## config.mk

```make
export PLATFORM = sky130hd
export DESIGN_NAME = full_adder
export DESIGN_NICKNAME = d
export VERILOG_FILES = /design/src/rtl/fulladder_pkg.sv /design/src/rtl/fa_cell.sv /design/src/rtl/full_adder.sv
export SDC_FILE = /design/constraint.sdc
export NUM_CORES = 1
export LEC_CHECK = 0
export BUFFER_PORTS_ARGS = -buffer_cell sky130_fd_sc_hd__buf_2
export CORE_AREA = 2 2 39 41
export DETAILED_ROUTE_END_ITERATION = 16
export DIE_AREA = 0 0 41 43
export SYNTH_ARGS = -nofsm -noshare
export SYNTH_HDL_FRONTEND = slang
export SYNTH_HIERARCHICAL = 1
export SYNTH_SLANG_ARGS = --single-unit
export TNS_END_PERCENT = 50
```

## constraint.sdc

```tcl
create_clock -name clk -period 0.9 [get_ports clk]
set_input_delay 0.18 -clock clk [delete_from_list [all_inputs] [get_ports clk]]
set_output_delay 0.18 -clock clk [all_outputs]
set_load 0.005 [all_outputs]
```

## src/rtl/fulladder_pkg.sv

```systemverilog
// Shared definitions for the ripple-carry adder: the widest legal operand
// width and the result record used by the adder core.
package fulladder_pkg;

   localparam int FA_MAX_WIDTH = 64;

   // Sum is carried at the maximum width so one record type serves every
   // instance width; bits above the active width are always zero.
   typedef struct packed {
      logic [FA_MAX_WIDTH-1:0] s;
      logic                    co;
      logic                    ovf;
   } fa_result_t;

endpackage

```

## src/rtl/fa_cell.sv

```systemverilog
// One-bit full adder cell: the building block of the ripple carry chain.
// Purely combinational.
module fa_cell (
   input  logic a,
   input  logic b,
   input  logic ci,
   output logic s,
   output logic co
);

   assign s  = a ^ b ^ ci;
   assign co = (a & b) | (a & ci) | (b & ci);

endmodule

```

## src/rtl/full_adder.sv

```systemverilog
// Parameterised ripple-carry adder with registered outputs, one cycle of
// latency. The carry chain is built from fa_cell instances; overflow is the
// XOR of the carries into and out of the MSB cell.
// Optional macro FULLADDER_CIN_EN adds the in_ci carry-in port; without it
// the carry into cell 0 is tied to zero.
module full_adder
   import fulladder_pkg::*;
#(
   parameter int WIDTH = 1
) (
   input  logic             clk,
   input  logic             rst,
   input  logic             in_valid,
   input  logic [WIDTH-1:0] in_a,
   input  logic [WIDTH-1:0] in_b,
`ifdef FULLADDER_CIN_EN
   input  logic             in_ci,
`endif
   output logic             out_valid,
   output logic [WIDTH-1:0] out_s,
   output logic             out_co,
   output logic             out_ovf
);

   logic             ci;
   logic [WIDTH:0]   carry;
   logic [WIDTH-1:0] sum;
   fa_result_t       core_p0;

   logic [WIDTH-1:0] s_p1;
   logic             co_p1;
   logic             ovf_p1;
   logic             vld_p1;

`ifdef FULLADDER_CIN_EN
   assign ci = in_ci;
`else
   assign ci = 1'b0;
`endif

   assign carry[0] = ci;

   // ---- stage p0: combinational ripple chain ----
   for (genvar i = 0; i < WIDTH; i++) begin : g_cell
      fa_cell u_cell (
         .a  (in_a[i]),
         .b  (in_b[i]),
         .ci (carry[i]),
         .s  (sum[i]),
         .co (carry[i+1])
      );
   end

   // Pack the chain result into the shared record, zero above WIDTH.
   always_comb begin
      core_p0                = '0;
      core_p0.s[WIDTH-1:0]   = sum;
      core_p0.co             = carry[WIDTH];
      core_p0.ovf            = carry[WIDTH] ^ carry[WIDTH-1];
   end

   // Upper record bits are constant zero; fold them away explicitly.
   if (WIDTH < FA_MAX_WIDTH) begin : g_hi
      logic unused_hi;
      assign unused_hi = ^core_p0.s[FA_MAX_WIDTH-1:WIDTH];
   end

   // ---- stage p1: output registers ----
   // Load the result on a valid beat, hold it otherwise; reset clears all.
   always_ff @(posedge clk) begin
      if (rst) begin
         vld_p1 <= 1'b0;
         s_p1   <= '0;
         co_p1  <= 1'b0;
         ovf_p1 <= 1'b0;
      end else begin
         vld_p1 <= in_valid;
         if (in_valid) begin
            s_p1   <= core_p0.s[WIDTH-1:0];
            co_p1  <= core_p0.co;
            ovf_p1 <= core_p0.ovf;
         end
      end
   end

   assign out_valid = vld_p1;
   assign out_s     = s_p1;
   assign out_co    = co_p1;
   assign out_ovf   = ovf_p1;

endmodule

```

* Word-level counts from Yosys, hierarchy flattened
Cells that the tools add are included.
Storage, ports and cells: flip-flop bits (word level) 3, input bits 5, output and inout bits 4, logic and storage cells 5
Operators by class: bitwise gates (word level) 2
Operators by type and width (count):
- 1-bit bitwise AND | 1
- 1-bit bitwise XOR | 1

* Depth between registers and ports, before layout
word-level depth 1, gate-level depth with buffers 3, gate-level depth less buffers 3

* Hierarchy
The synthesis kept the hierarchy.
Modules (own cells, without submodules):
- full_adder | times used 1, cells each 10, area each 105.1 µm², sequential area each 60.1 µm²
- fa_cell | times used 1, cells each 1, area each 20.0 µm², sequential area each 0.0 µm²

* Worst setup path before layout
OpenSTA, ideal clock, no wires.
path type input to register, from in in_a, to reg s_p1 (netlist: out_s), setup time 0.114 ns, data arrival time 0.801 ns, required time 0.786 ns, slack -0.015 ns, stages on the path 3, path buffers 0, path through fa_1 > mux2i_1 > nor2_1
Between the ends: longest elaborated chain between the ends 1
Ends and longest elaborated chain:
- start: declaration | RTL line full_adder.sv:14 | input logic [WIDTH-1:0] in_a,
- 1-bit bitwise XOR | RTL line fa_cell.sv:11 | assign s = a ^ b ^ ci;
- end signal: assignment | RTL line full_adder.sv:79 | s_p1 <= core_p0.s[WIDTH-1:0];
- end: declaration | RTL line full_adder.sv:30 | logic [WIDTH-1:0] s_p1;
No other way between the ends. A chain may end at the register's enable or synchronous reset.

* Final worst setup path
from reg co_p1 (netlist: out_co), to out out_co
RTL lines:
- start: declaration | RTL line full_adder.sv:31 | logic co_p1;
- start signal: assignment | RTL line full_adder.sv:80 | co_p1 <= core_p0.co;
- end: declaration | RTL line full_adder.sv:21 | output logic out_co,
No word-level cell between the ends.

==> results.ini <==
[worst_setup_path]
rrSetupSlack_ns = 0.30
critPathCaptureType = output pin
crit_start = out_co
cp-start-kind = register
crit_path_max_fanout = 3
crit_chain = buf_2
slowest_stage = dfxtp_2
path_buf_inv = 1
r2r_cells = 2
path_delay_family = flip-flops
critPathRequiredTime_ns = 0.72
arrival_ns = 0.66
r2r-end = out_co
path_class = register to output pin
r2r_start = out_co
slowest_delay_ns = 0.31

[final_layout]
fin_nets = 29
layout-drive-gt1-share_pct = 54.5
diodes = 0
seqCellArea_um2 = 61.3
finish.utilization_pct = 14.8
nFillCells = 160
syn2layout_area_growth_pct = 64.0
multi_input_area_um2 = 57.6

[detailed_routing]
wirelength_um = 243
drt_iter0_markers = 0
wl_per_cell_um = 6.39
remaining_drc_errors = 0
first_pass_iters = 1
via_per_inst = 2.74
via_count = 104
drtAntennaViolNets = 0

[synthesis]
synth_common_cells = dfxtp_1 (3), mux2i_1 (2), nor2_1 (2)
ys_types = 7
synth_nets = 17
syn-instance-count = 11
postSynthAreaPerCell_um2 = 11.4
yosysSeqAreaShare_pct = 48.0
syn-cell-area_um2 = 125
async_reset_ff_share_pct = 0
ys_seq_elements = 3
synth.top_cell.area_share_pct = 48.0
synth_most_common_cell = dfxtp_1
ys_warn_count = 6
synth-main-ff-cell = dfxtp_1
synth_edf_count = 0
synthTopCellsByArea = dfxtp_1 (48%), fa_1 (16%), mux2i_1 (16%)
yosys.area.top_type = dfxtp_1

[global_routing]
overflow = 0
grt_max_degree = 4
grtUsageTotal_pct = 4.41
antenna_found_initial = 0
grt_pass1_wl_um = 358
grt_pass1_vias = 101

[power_and_ir_drop]
p_sw_share_pct = 21.6
total_power_uw = 428
seq_power_share_pct = 34.6
p_clk_share_pct = 54.8
p_leak_nw = 0.104
power_density_nw_per_um2 = 2090
peakVddDrop_v = 0.000182
comb_power_share_pct = 10.6
p_sw_uw = 92.6
p_int_uw = 336

[run_status]
status = finished clean

[die]
start_util_pct = 9.04
fp.dieH_um = 43
coreArea_um2 = 1380
rows = 14
io_pins = 9
die_x_um = 41
die_area_um2 = 1760

[job]
maxCapViolCount = 0

[cts]
cts-htree-levels = 1
path_clk_slew_ns = 0.04
cts-root-buf = clkbuf_4
cts_setup_buffers = 0
worstSkewPairLatency_ns = 0.23
cts_resized = 0
holdBufCountCts = 0
max-clock-path-buffers = 2
cts_buffers = 3
cts_tree = yes
cts.sinks = 3

[timing]
finalSetupTns_ns = 0
finClkSkew_ns = 0
drv_slew = 0
rsz0062_at_grt = false
max_freq_mhz = 1190
finalHoldViolCount = 0
finalSetupViolCount = 0
min_period_over_period_pct = 93.4
min_period_ns = 0.841

[worst_hold_path]
worstHoldPathType = input pin to register
hold_path_end = out_s
min_path_cells = 2
hp-start = rst

[placement]
gp_congestion = 0.518
port_buffers = 8

[worst max path at each step]
stage	slack, ns	depth (start not counted)	end
4_1_cts	0.02	1	out_ovf
6_report	0.06	1	out_co
3_5_place_dp	-0.15	4	out_s
2_1_floorplan	-0.002	3	out_s
5_1_grt	0.02	1	out_s
3_3_place_gp	-0.14	4	out_s
[power groups by stage]
| stage | combinational (mW) | clock (mW) | sequential [mW] |
|---|---|---|---|
| 6_report | 0.0452 | 0.235 | 0.148 |
| 5_1_grt | 0.0517 | 0.274 | 0.149 |
| 4_1_cts | 0.0465 | 0.251 | 0.148 |
| 3_5_place_dp | 0.0462 | 0 | 0.150 |
| 3_3_place_gp | 0.0465 | 0 | 0.150 |
| 2_1_floorplan | 0.0221 | 0 | 0.151 |
[logic make-up after synthesis]
kind of cell,Yosys count,share of synthesized area (%)
other cells,1,3.00
mux,2,16.0
buf+inv,1,6.00
fa+ha+maj,1,16.0
simple gates,3,11.0
flops,3,48.0
[state kept, by name, summed over array words and instances, names as in the netlist]
signal / flops
out_valid: 1
out_co: 1
out_s: 1
[per-layer routing]
layer / part of all wire, % / vias to the layer above / track usage [%]
met1: 34 / 44 / 2.56
met5: 0 / - / 0
met3: 17 / 0 / 6.28
met4: 0 / 0 / 8.00
li1: - / 55 / -
met2: 49 / 5 / 3.75
[cells in the final DEF, fill, tap and decap left out, drive strengths merged]
cell,synthesis,final
nor2b,1,1
mux2i,2,2
fa,1,1
clkbuf,0,4
dfxtp,3,3
buf,1,8
conb,1,1
nor2,2,2
[through the flow]
stage               hold WS, ns  std cells  area (um^2)  setup slack (ns)
global placement          0.370         34          178            -0.142
floorplan                 0.247         11          125          -0.00161
CTS                       0.117         38          204            0.0158
detailed placement        0.365         34          178            -0.145
global route              0.113         38          205            0.0166
finish                    0.125         38          205            0.0591
[final cells by class]
type | instances | share of cell area [%]
flip-flops and latches | 3 | 29.9
multi-input cells | 7 | 28.0
repair buffers | 8 | 19.5
clock buffers | 4 | 12.8
well taps | 16 | 9.76
(Power assumes the default switching activity.)
